## config.mk

```make
export PLATFORM = sky130hd
export DESIGN_NAME = neopixel_chain
export DESIGN_NICKNAME = d
export VERILOG_FILES = /design/src/rtl/neopixel_chain.sv
export SDC_FILE = /design/constraint.sdc
export NUM_CORES = 1
export LEC_CHECK = 0
export ABC_AREA = 1
export CORE_ASPECT_RATIO = 1.2
export CORE_MARGIN = 4
export CORE_UTILIZATION = 30
export DETAILED_ROUTE_END_ITERATION = 7
export DONT_BUFFER_PORTS = 1
export MAX_ROUTING_LAYER = met4
export PLACE_DENSITY_LB_ADDON = 0.25
export SLEW_MARGIN = 40
export SYNTH_ARGS = -nofsm -noshare
export SYNTH_HDL_FRONTEND = slang
export SYNTH_SLANG_ARGS = --single-unit
```

## constraint.sdc

```tcl
create_clock -name clk_20M -period 3.35 [get_ports clk_20M]
set_input_delay 1.005 -clock clk_20M [delete_from_list [all_inputs] [get_ports clk_20M]]
set_output_delay 1.005 -clock clk_20M [all_outputs]
set_load 0.03 [all_outputs]
```

## src/rtl/neopixel_chain.sv

```systemverilog
`default_nettype none
// ============================================================================
// Module   : neopixel_chain
// Purpose  : WS2812/SK6812 single-wire driver streaming one frame from a
//            synchronous frame-buffer RAM, with byte prefetch and refresh mode.
// Revision : 1.0
// ============================================================================
module neopixel_chain #(
    parameter int NUM_LEDS      = 16,
    parameter int BYTES_PER_LED = 3,
    parameter int T_BIT         = 25,
    parameter int T0H           = 8,
    parameter int T1H           = 16,
    parameter int T_RESET       = 1600,
    parameter int ADDR_W        = 6
) (
    input  logic              clk_20M,
    input  logic              nrst,
    input  logic              start,
    input  logic              continuous,
    output logic              busy,
    output logic              done,
    output logic              rd_en,
    output logic [ADDR_W-1:0] rd_addr,
    input  logic [7:0]        rd_data,
    output logic              data
);

    localparam int NBYTES  = NUM_LEDS * BYTES_PER_LED;
    localparam int TIMER_W = $clog2(T_BIT);
    localparam int LATCH_W = (T_RESET > 1) ? $clog2(T_RESET) : 1;

    localparam logic [TIMER_W-1:0] C_BIT_LAST   = TIMER_W'(T_BIT - 1);
    localparam logic [TIMER_W-1:0] C_T0H        = TIMER_W'(T0H);
    localparam logic [TIMER_W-1:0] C_T1H        = TIMER_W'(T1H);
    localparam logic [LATCH_W-1:0] C_LATCH_LAST = LATCH_W'(T_RESET - 1);
    localparam logic [ADDR_W-1:0]  C_BYTE_LAST  = ADDR_W'(NBYTES - 1);

    if (!((T0H > 0) && (T0H < T1H) && (T1H < T_BIT))) begin : g_bad_timing
        $error("neopixel_chain: bit timing must satisfy 0 < T0H < T1H < T_BIT");
    end
    if (((1 << ADDR_W) < NBYTES) || (T_RESET < 1)) begin : g_bad_size
        $error("neopixel_chain: ADDR_W too small or T_RESET < 1");
    end

    typedef enum logic [2:0] {
        IDLE  = 3'd0,
        FETCH = 3'd1,
        LOAD  = 3'd2,
        SHIFT = 3'd3,
        LATCH = 3'd4
    } state_t;

    state_t             state;
    state_t             state_nxt;
    logic [TIMER_W-1:0] timer;
    logic [2:0]         bit_cnt;
    logic [ADDR_W-1:0]  byte_idx;
    logic [LATCH_W-1:0] latch_cnt;
    logic [7:0]         shift_reg;
    logic [7:0]         next_byte;
    logic               pref_pend;

    logic bit_end;
    logic last_byte;
    logic latch_end;
    logic prefetch;

    assign bit_end   = (timer == C_BIT_LAST);
    assign last_byte = (byte_idx == C_BYTE_LAST);
    assign latch_end = (latch_cnt == C_LATCH_LAST);
    // Read the following byte while the first bit of the current one goes out.
    assign prefetch  = (state == SHIFT) && (timer == '0) && (bit_cnt == 3'd7) && !last_byte;

    assign busy    = (state != IDLE);
    assign done    = (state == LATCH) && latch_end;
    assign rd_en   = (state == FETCH) || prefetch;
    assign rd_addr = prefetch ? (byte_idx + ADDR_W'(1)) : '0;

    always_ff @(posedge clk_20M or negedge nrst) begin
        if (!nrst) begin
            state <= IDLE;
        end else begin
            state <= state_nxt;
        end
    end

    always_comb begin
        state_nxt = state;
        case (state)
            IDLE: begin
                if (start) begin
                    state_nxt = FETCH;
                end
            end
            FETCH: state_nxt = LOAD;
            LOAD:  state_nxt = SHIFT;
            SHIFT: begin
                if (bit_end && (bit_cnt == 3'd0) && last_byte) begin
                    state_nxt = LATCH;
                end
            end
            LATCH: begin
                if (latch_end) begin
                    state_nxt = continuous ? FETCH : IDLE;
                end
            end
            default: state_nxt = IDLE;
        endcase
    end

    always_ff @(posedge clk_20M or negedge nrst) begin
        if (!nrst) begin
            timer     <= '0;
            bit_cnt   <= '0;
            byte_idx  <= '0;
            latch_cnt <= '0;
            shift_reg <= '0;
            next_byte <= '0;
            pref_pend <= 1'b0;
            data      <= 1'b0;
        end else begin
            pref_pend <= prefetch;
            if (pref_pend) begin
                next_byte <= rd_data;
            end
            data <= 1'b0;
            case (state)
                LOAD: begin
                    shift_reg <= rd_data;
                    bit_cnt   <= 3'd7;
                    timer     <= '0;
                    byte_idx  <= '0;
                end
                SHIFT: begin
                    data <= (timer < (shift_reg[7] ? C_T1H : C_T0H));
                    if (bit_end) begin
                        timer <= '0;
                        if (bit_cnt != 3'd0) begin
                            shift_reg <= {shift_reg[6:0], 1'b0};
                            bit_cnt   <= bit_cnt - 3'd1;
                        end else if (!last_byte) begin
                            shift_reg <= next_byte;
                            bit_cnt   <= 3'd7;
                            byte_idx  <= byte_idx + ADDR_W'(1);
                        end
                    end else begin
                        timer <= timer + TIMER_W'(1);
                    end
                end
                LATCH: begin
                    latch_cnt <= latch_end ? '0 : (latch_cnt + LATCH_W'(1));
                end
                default: begin
                end
            endcase
        end
    end

endmodule
`default_nettype wire

```

Word-level counts from Yosys, hierarchy flattened
Index checks and enable logic that the tools add are counted.
W data, S select, Z words.
- bits in registers: 46
- logic and storage cells: 69
- $add $sub $neg: 4
- $lt $le $gt $ge: 1
- equality and inequality tests: 15
- multiplexer cells: 23
- reduce and logical (&&, ||, !) cells: 17
- operators by type and width (kind ; number):
    $mux W6 ; 4
    $mux W8 ; 3
    $mux W3 ; 6
    $pmux W8 S2 ; 1
    $pmux W3 S5 ; 1
    $pmux W6 S2 ; 1
    $add A11 B1 Y11 const B ; 1
    $eq A11 B11 Y1 const B ; 1
    $mux W11 ; 1
    $mux W5 ; 2
    $ne A2 B2 Y1 const B ; 5
    $pmux W5 S2 ; 1
    $add A6 B1 Y6 const B ; 1
    $eq A3 B2 Y1 const B ; 2
    $eq A3 B3 Y1 const B ; 2
    $eq A6 B6 Y1 const B ; 1
    $logic_and A1 B1 Y1 ; 6
    $logic_not A3 Y1 ; 2
    $pmux W3 S2 ; 1
    $reduce_and A3 Y1 ; 2
    $reduce_bool A3 Y1 ; 2
    $add A5 B1 Y5 const B ; 1
    $eq A5 B5 Y1 const B ; 1
    $logic_not A5 Y1 ; 1
    10 further kinds ; 11

Logic depth before layout (Yosys ltp)
- word-level depth: 5
- gate-level depth with buffers: 10

Least setup slack after synthesis
Ideal clock, no wire load.
- path type: register -> output
- start: register timer[0]
- end: output rd_addr[0]
- data arrival time: 1.367 ns
- data required time: 2.345 ns
- path slack: 0.978 ns
- cell stages (with the launch flop): 9
- path buffers: 0
- path through: dfrtp_1 -> inv_1 -> ha_1 -> nand2_1 -> nor2_1 -> nand4_2 -> nor2_4 -> inv_2 -> nor2_2
- word-level cells in the longest chain between the ends: 5
- ends and longest elaborated chain (element ; line ; source):
    start: declaration ; 56 ; logic [TIMER_W-1:0] timer;
    start signal: assignment ; 148 ; timer <= timer + TIMER_W'(1);
    $logic_not A5 Y1 ; 73 ; assign prefetch = (state == SHIFT) && (timer == '0) && (bit_cnt == 3'd7) && !last_byte;
    $logic_and A1 B1 Y1 (3 in series) ; 73 ;
    net prefetch ; 67 ; logic prefetch;
    $mux W6 ; 78 ; assign rd_addr = prefetch ? (byte_idx + ADDR_W'(1)) : '0;
    end: declaration ; 24 ; output logic [ADDR_W-1:0] rd_addr,
The timed path passes the listed nets, and every way through them passes these cells.

Worst setup path in the final report
- start: register state[2]
- end: output rd_addr[2]
- word-level cells in the longest chain between the ends: 5
- ends and longest elaborated chain (element ; line ; source):
    start: declaration ; 54 ; state_t state;
    start signal: assignment ; 84 ; state <= state_nxt;
    $eq A3 B2 Y1 ; 73 ;
    $logic_and A1 B1 Y1 (3 in series) ; 73 ;
    net prefetch ; 67 ;
    $mux W6 ; 78 ;
The timed path passes the listed nets, and every way through them passes these cells.

==> results.txt <==
----------------------------------------------------
[Outcome]
  Result of the run ... completed

[STA]
  Highest attainable clock frequency ... 337 MHz
  RSZ-0062 raised after global routing ... false
  Setup-violating endpoint count in the final report ... 0
  Final-report max-slew violation count ... 0
  TNS Setup ... 0 ns
  Worst slack on hold paths ... 0.396 ns
  Tcrit/Tclk final ... 0.887
  Number of hold-slack violations in the final timing report ... 0
  Worst setup slack after layout ... 0.380 ns
  Max-Slew Margin vs Limit ... 0.755
  Min Tclk post-route ... 2.97 ns
  Slew @ Worst Pin ... 0.367 ns
  Worst clock skew ... 0.00886 ns

[Floorplanning]
  Number of placement rows ... 37
  Initial core utilization ... 0.311
  Die Footprint ... 0.0106 mm^2
  I/O pin count ... 22
  Chip width ... 94.7 um
  Core Footprint ... 0.00870 mm^2
  Vertical extent of the die ... 112 um

[Place]
  Placed cells ... 443
  Buffers added on ports ... 0
  Pre-CTS setup slack ... 0.661 ns
  Dpl hpwl ... 3700 um
  RePlAce Congestion ... 0.777

[Yosys]
  Leading cell types by count after synthesis ... 84 x sky130_fd_sc_hd__nand2_1, 46 x sky130_fd_sc_hd__dfrtp_1, 39 x sky130_fd_sc_hd__inv_1
  Count of mapped cells out of synthesis ... 333
  Most common cell in the synthesized netlist ... sky130_fd_sc_hd__nand2_1
  Yosys Warn Count ... 0
  Post-synth design cell area ... 0.00271 mm^2
  Fraction of registers with async set/reset ... 1.00
  Post-synthesis register bit count ... 46
  Largest cells by area after synthesis ... sky130_fd_sc_hd__dfrtp_1 43%, sky130_fd_sc_hd__nand2_1 12%, sky130_fd_sc_hd__inv_1 5.4%, sky130_fd_sc_hd__nand3_1 4.1%, sky130_fd_sc_hd__ha_1 3.7%
  Main synth FF type ... sky130_fd_sc_hd__dfrtp_1
  Average cell area after synthesis ... 8.12 um^2
  Synth area leader ... sky130_fd_sc_hd__dfrtp_1
  Unique masters post-synth ... 33
  Fraction of the yosys area taken by sequential cells ... 0.426
  Synth Net Count ... 353
  Fraction of synthesized cell area taken by the top area cell type ... 0.426
  Number of synthesized flops with an enable pin ... 0

[Power and ir drop]
  Seq pwr share ... 0.427
  Comb pwr share ... 0.417
  Power per unit of standard cell area ... 705 mW/mm^2
  Static leakage power ... 1.32 nW
  Switching power of the nets ... 0.000847 W
  Internal portion of total power ... 0.00118 W
  Share of total power in the clock network ... 0.156
  Max rail drop VDD ... 0.312 mV
  Share of total power consumed by net switching ... 0.418

[Final layout]
  Fraction of layout cells with a size suffix above 1 ... 0.183
  Number of standard cells in the layout, taps in and fillers out ... 450
  Final antenna diode count ... 0
  Largest register FFs ... 11
  Fillcell total ... 955
  Finished Core Util ... 0.331
  Final #Nets ... 353
  Area growth from synthesis to final layout ... 6.34%

[Worst setup path]
  Startpoint-to-endpoint class of the critical path ... reg -> out
  Kind of capture point of the worst setup path ... output pin
  Worst Path Max Fanout ... 23
  Worst path arrival time ... 1.97 ns
  CP Data Required Time ... 2.34 ns
  Sort of element at the start of the critical path ... register

[GRT]
  Global-route wire length before repair ... 9510 um
  Antenna violations before repair ... 0
  Global Route Usage Sum ... 0.112
  Pin count of the biggest net entering global routing ... 47
  Global route overflow ... 0
  Vias in the first global route ... 2154

[CTS]
  CTS HTree Levels ... 2
  Clock tree buffer depth ... 2
  CTS Buf Count ... 5
  TritonCTS sink count ... 46
  Insertion delay of the later-clocked pin in the worst-skew pair ... 0.29 ns
  TritonCTS clock tree ... done
  Clock tree root driver cell ... sky130_fd_sc_hd__clkbuf_8
  Clock transition at the registers of the reported paths ... 0.09 ns
  Post-CTS Resized ... 0
  Post-CTS setup buffer count ... 0
  CTS hold repair buffers ... 0

[Routing]
  Mean number of vias per cell ... 4.60
  DR iter-0 viols ... 64
  Drt pass-1 iters ... 4
  Wire length per cell after detailed routing ... 11.4 um
  Total DRC errors in the routed layout ... 0
  Aggregate routed wire length ... 5150 um
  Final ANT Viol Nets ... 0
  Total number of vias ... 2071

[Worst hold path]
  Worst min-delay path class ... in -> async

[Run]
  Count of max-cap constraint violations ... 0

----------------------------------------------------
## stage by stage
stage | power (W) | instance area [um^2]
finish | 0.00203 | 2880
CTS | 0.00207 | 2880
global route | 0.00223 | 2880
global placement | 0.00172 | 2800
detailed placement | 0.00174 | 2800
floorplan | 0.00162 | 2710
## cell families (layout without fill, tap and decap cells)
group / Yosys count / in the layout / synth area share
AO/OA/AOI/OAI: 41 / 41 / 0.0985
XOR/XNOR: 8 / 8 / 0.0259
adder cells (fa/ha/maj): 8 / 8 / 0.0370
buffers and inverters: 53 / 53 / 0.0851
flip-flops: 46 / 46 / 0.426
multiplexers: 8 / 8 / 0.0333
AND/OR/NAND/NOR: 169 / 169 / 0.295
## power by group through the flow
stage	Sequential [W]	Clock, W	Combinational, W
global route	0.000895	0.000350	0.000982
CTS	0.000867	0.000337	0.000863
detailed placement	0.000877	0	0.000859
global placement	0.000875	0	0.000848
finish	0.000865	0.000316	0.000845
floorplan	0.000846	0	0.000774
## path summary, 6_finish.rpt
check	startpoint	end	slack, ns	depth (start not counted)
max in group asynchronous	nrst	shift_reg[2]$_DFFE_PN0P_	2.86	0
min in group clk_20M	latch_cnt[2]$_DFFE_PN0P_	latch_cnt[2]$_DFFE_PN0P_	0.51	1
hold / removal	nrst	latch_cnt[6]$_DFFE_PN0P_	0.40	0
setup / recovery	state[2]$_DFFE_PN0P_	rd_addr[2]	0.38	7
hold reg to reg	latch_cnt[2]$_DFFE_PN0P_	latch_cnt[2]$_DFFE_PN0P_	0.51	1
setup reg to reg	state[2]$_DFFE_PN0P_	shift_reg[0]$_DFFE_PN0P_	1.62	9
## cells in the final DEF, fill, tap and decap left out, drive strengths merged, types with 3 or more instances in the layout
cell type / synthesis / final
ha: 8 / 8
dfrtp: 46 / 46
nand2: 99 / 99
o211ai: 7 / 7
xor2: 6 / 6
o22ai: 3 / 3
nand4: 7 / 7
mux2: 8 / 8
a21oi: 5 / 5
o21ai: 25 / 25
inv: 45 / 45
nand3: 24 / 24
nor2: 35 / 35
clkbuf: 2 / 7
## critical path: stages, from the launching register on
cell and delay, ns:
sky130_fd_sc_hd__dfrtp_1 0.41, sky130_fd_sc_hd__inv_2 0.11, sky130_fd_sc_hd__nand3_4 0.19, sky130_fd_sc_hd__inv_4 0.28
sky130_fd_sc_hd__nand4_2 0.15, sky130_fd_sc_hd__nor2_4 0.13, sky130_fd_sc_hd__inv_2 0.09, sky130_fd_sc_hd__nor2_2 0.30
## layer usage
metal  wire [um]  share of wire  GRT usage  vias to the layer above
met5           0              0          -                        -
met4          48         0.0093     0.0308                        0
met3         198          0.038     0.0255                        4
met2        2570           0.50      0.183                       28
met1        2330           0.45      0.138                      971
li1            -              -          -                     1068
## layout make-up
| class | instances | area (um^2) | area share |
|---|---|---|---|
| multi-input cells | 234 | 1320 | 0.460 |
| flip-flops and latches | 46 | 1150 | 0.400 |
| inverters | 45 | 171 | 0.0596 |
| well taps | 117 | 146 | 0.0509 |
| clock buffers | 7 | 76.3 | 0.0265 |
| repair buffers | 1 | 7.51 | 0.00261 |
Power figures use the tool's default switching activity.
==> edit 1 (config.mk and constraints unchanged) <==
Re-encode `state_t` (5 states) as one-hot, 5 bits wide.
--- a/src/rtl/neopixel_chain.sv
+++ b/src/rtl/neopixel_chain.sv
@@ -45,8 +45,8 @@
 
-    typedef enum logic [2:0] {
-        IDLE  = 3'd0,
-        FETCH = 3'd1,
-        LOAD  = 3'd2,
-        SHIFT = 3'd3,
-        LATCH = 3'd4
+    typedef enum logic [4:0] {
+        IDLE  = 5'b00001,
+        FETCH = 5'b00010,
+        LOAD  = 5'b00100,
+        SHIFT = 5'b01000,
+        LATCH = 5'b10000
     } state_t;
Check against the original RTL: same outputs for any inputs over 10 cycles, from zero or initial values and one cycle with nrst low; not proved beyond that.
==> edit 1 against the unedited design <==
Synthesized area increased by 1.6%. Wire length is 14% higher. Largest power group unchanged. Setup slack gained 0.015 ns. First-iteration DRC count rose by 38%. Synthesized cell count grew 9.9%. Non-clock buffer count is 6 higher. Sequential cell count rose by 2. Largest cell class unchanged. Cell area increased by 4.4%. Sequential power down 5.1%. Register-to-register slack got worse by 0.04 ns. Global-route usage grew 1.1 points. Power fell by 12%.
==> edit 1: results (changes against the unedited design) <==
Logic synthesis
  – Yosys top cell area share: 42.8% (was 42.6%)
  – Top cells by count, synth: nand2_1 (119), dfrtp_1 (47), inv_1 (47) (was nand2_1 (84), dfrtp_1 (46), inv_1 (39))
  – Sequential area share after synthesis: 43.7% (was 42.6%)
  – Synth top area cells: dfrtp_1 (43%), nand2_1 (16%), inv_1 (6.4%), nor2_1 (4.8%), o21ai_0 (4.2%) (was dfrtp_1 (43%), nand2_1 (12%), inv_1 (5.4%), nand3_1 (4.1%), ha_1 (3.7%))
  – Synth Area per Inst: 7.51 um^2 (was 8.12 um^2)

Global route
  – Global-route wire length before repair: 10300 um (was 9510 um)
  – Gr usage total: 12.3% (was 11.2%)
  – Vias in the first global route: 2188 (was 2154)

Layout
  – Inverters, non-clock: 48 (was 45)
  – Share of layout cells above drive strength 1: 9.36% (was 18.3%)
  – Layout non-clock buf frac: 1.75% (was 0.261%)
  – Fill cells: 986 (was 955)
  – Multi-input gate count: 263 (was 234)
  – Area of the multi-input gates: 1320 um^2 (unchanged)
  – Clock network contribution to total cell area: 3.13% (was 2.65%)
  – Plain + repair buffers: 7 (was 1)

Drt
  – Iteration-0 DRC count of the detailed router: 88 (was 64)
  – Wirelength, routed: 5870 um (was 5150 um)
  – Avg WL per Cell: 11.9 um (was 11.4 um)
  – Vias per inst: 4.51 (was 4.60)

Place
  – Dpl cells: 486 (was 443)
  – Worst slack at placement: 0.653 ns (was 0.661 ns)

Worst setup path
  – Critical Path Max Stage Delay: 0.43 ns (was 0.41 ns)
  – Worst Path Arrival: 1.95 ns (was 1.97 ns)
  – Critical path origin: state[1] (was state[2])
  – Worst Path Max Fanout: 19 (was 23)
  – Crit path to: rd_addr[4] (was rd_addr[2])

Power
  – Power in combinational cells: 0.581 mW (was 0.845 mW)
  – Clock network power share: 21.0% (was 15.6%)
  – Switch Pwr: 0.696 mW (was 0.847 mW)
  – P_leak: 1.49 nW (was 1.32 nW)
  – Tot Pwr: 1.78 mW (was 2.03 mW)
  – VDD IR-drop max: 0.000211 V (was 0.000312 V)

STA
  – Post-route setup slack: 0.395 ns (was 0.380 ns)
  – Tightest Pin Transition: 0.461 ns (was 0.367 ns)
  – Final hold slack: 0.384 ns (was 0.396 ns)
  – Clock Skew: 0.00463 ns (was 0.00886 ns)

CTS
  – Clock Sinks: 48 (was 46)

Status
  – Outcome: complete, no violations (unchanged)

Floorplan
  – Core Rows: 38 (was 37)
edit 1: cell types whose count changed after synthesis, moves of 3 or more:
cell / change
o21ai_0: +16
inv_2: -4
o21ai_2: -10
nand2_1: +35
nand2_4: +3
inv_1: +8
nor2_1: +12
mux2_2: -7
nand4_1: -3
nand2_2: -10
nor3_1: +6
o21ai_1: -8
nor2_2: -6
edit 1: cells by family after synthesis:
family	after synthesis	share of synthesized area (%)
AOI/OAI and AO/OA	38	7.78
xor gates and xnor gates	10	3.19
adders and majority gates	8	3.64
buffers and inverters	55	8.10
DFF	48	43.7
muxes	1	0.410
and+or+nand+nor	206	33.1
edit 1: worst reg2reg max path, delay by kind of cell (launching register included):
family | cells | cell delay, ns
buf+inv | 1 | 0.09
flops | 1 | 0.43
simple gates | 8 | 1.22
edit 1: metal layers:
layer	wire (um)	up-vias	GRT usage, %	share of wire, %
met5	0	-	-	0
met4	65	0	3.32	1.1
met3	164	7	1.99	2.8
met2	2940	26	20.1	50
met1	2710	1039	15.6	46
li1	-	1154	-	-
==> edit 2 (same flow settings) <==
Made on the original files. Change the parameter `ADDR_W` from 6 to 8.
--- a/src/rtl/neopixel_chain.sv
+++ b/src/rtl/neopixel_chain.sv
@@ -14,3 +14,3 @@
     parameter int T_RESET       = 1600,
-    parameter int ADDR_W        = 6
+    parameter int ADDR_W        = 8
 ) (
Interface: changed (resized rd_addr); port bits go from 22 to 24. The function was not compared with the original's and may differ.
==> edit 2 against the unedited design <==
Wire length rose by 18%. Sequential cell count rose by 2. Clock skew fell by 0.0013 ns. Synthesized area rose by 2.5%. Setup slack got worse by 0.068 ns. First-iteration DRC count rose by 9.4%. Cell area rose by 4.7%. Power rose by 2.2%. Register-to-register slack got worse by 0.31 ns. Die area rose by 2.3%. Combinational power fell by 0.7%. Synthesized cell count rose by 8.1%. Critical path type unchanged.
==> edit 2: results (changes against the unedited design) <==
Place
  – Placed cell areas: 2920 um^2 (was 2800 um^2)
  – Routability cong.: 0.769 (was 0.777)
  – HPWL Detailed: 4370 um (was 3700 um)
  – Dpl cells: 478 (was 443)
  – Worst slack at placement: 0.640 ns (was 0.661 ns)

Global route
  – Gr usage total: 12.1% (was 11.2%)
  – Global-route wire length before repair: 10400 um (was 9510 um)
  – Largest net degree at the start of global routing: 49 (was 47)
  – Routing usage on met3: 2.79% (was 2.55%)
  – Vias in the first global route: 2173 (was 2154)
  – GR Layer Usage met2: 19.4% (was 18.3%)
  – Met1 Use GR: 15.6% (was 13.8%)

CTS
  – Setup bufs post-CTS: 0 (unchanged)
  – Clock Sinks: 48 (was 46)
  – Total CTS buffers: 5 (unchanged)

Logic synthesis
  – Mux contribution to synthesized area: 3.25% (was 3.33%)
  – Synthesized instance count: 360 (was 333)
  – Synth Area in Compound Gates: 7.22% (was 9.85%)
  – Top cells by count, synth: nand2_1 (106), dfrtp_1 (48), nor2_1 (40) (was nand2_1 (84), dfrtp_1 (46), inv_1 (39))
  – Synth top area cells: dfrtp_1 (43%), nand2_1 (14%), nand3_1 (5.4%), nor2_1 (5.4%), inv_1 (4.9%) (was dfrtp_1 (43%), nand2_1 (12%), inv_1 (5.4%), nand3_1 (4.1%), ha_1 (3.7%))
  – Post-synthesis adder-cell area fraction: 3.61% (was 3.70%)
  – Sequential area share after synthesis: 43.3% (was 42.6%)
  – Syn Nets: 380 (was 353)
  – Count of cell types in the netlist: 31 (was 33)
  – XOR/XNOR share of the synthesized area: 3.47% (was 2.59%)

Layout
  – Area of the multi-input gates: 1380 um^2 (was 1320 um^2)
  – Layout Nets: 385 (was 353)
  – Area delta synth->final: 8.53% (was 6.34%)
  – Plain + repair buffers: 4 (was 1)
  – Fraction of area in multi-input gates: 45.7% (was 46.0%)
  – Layout non-clock buf frac: 0.998% (was 0.261%)
  – Multi-input gate count: 264 (was 234)
  – Sequential cell area share: 39.9% (was 40.0%)
  – Inverters, non-clock: 42 (was 45)
  – Non-filler instance count after layout: 486 (was 450)
  – Share of layout cells above drive strength 1: 10.4% (was 18.3%)
  – Clock network contribution to total cell area: 3.12% (was 2.65%)
  – Fill cells: 978 (was 955)

STA
  – Clock Skew: 0.00759 ns (was 0.00886 ns)
  – Tightest Pin Transition: 0.548 ns (was 0.367 ns)

Drt
  – Avg WL per Cell: 12.5 um (was 11.4 um)
  – Iteration-0 DRC count of the detailed router: 70 (was 64)
  – Vias per inst: 4.65 (was 4.60)
  – Uppermost layer routed: met4 (unchanged)
  – Length of routed met3 wiring: 210 um (was 198 um)
  – Met2 WL post-DR: 2940 um (was 2570 um)
  – Met1 WL: 2880 um (was 2330 um)

Status
  – Outcome: complete, no violations (unchanged)

Power
  – Switch Pwr: 0.868 mW (was 0.847 mW)
  – P_leak: 1.45 nW (was 1.32 nW)
  – VDD IR-drop max: 0.000303 V (was 0.000312 V)

Worst setup path
  – Critical Path Max Stage Delay: 0.51 ns (was 0.41 ns)
  – Worst Path Max Fanout: 18 (was 23)
==> edit 2: changes by cell type after synthesis, sizes merged, moves of 3 or more <==
cell    unedited run  this run
inv               45        41
nand2             99       111
nand3             24        33
nor2              35        45
o211ai             7         0
xnor2              2         5
==> edit 2: power by group through the flow <==
stage                     Sequential, mW  Clock (mW)  Combinational, mW
after floorplan                    0.839           0              0.704
after global placement             0.875           0              0.845
after detailed placement           0.876           0              0.850
after CTS                          0.866       0.384              0.853
after global routing               0.885       0.405              0.969
final                              0.865       0.367              0.839
==> edit 2: final timing paths <==
| kind | startpoint | to | slack [ns] | cells past startpoint |
|---|---|---|---|---|
| max | state[2] | rd_addr[2] | 0.31 | 5 |
| min | nrst | latch_cnt[4] | 0.39 | 0 |
| max reg2reg | bit_cnt[0] | bit_cnt[2] | 1.31 | 8 |
| min reg2reg | shift_reg[0] | shift_reg[0] | 0.48 | 2 |
| max in group asynchronous | nrst | shift_reg[0] | 2.87 | 0 |
| min in group clk_20M | shift_reg[0] | shift_reg[0] | 0.48 | 2 |
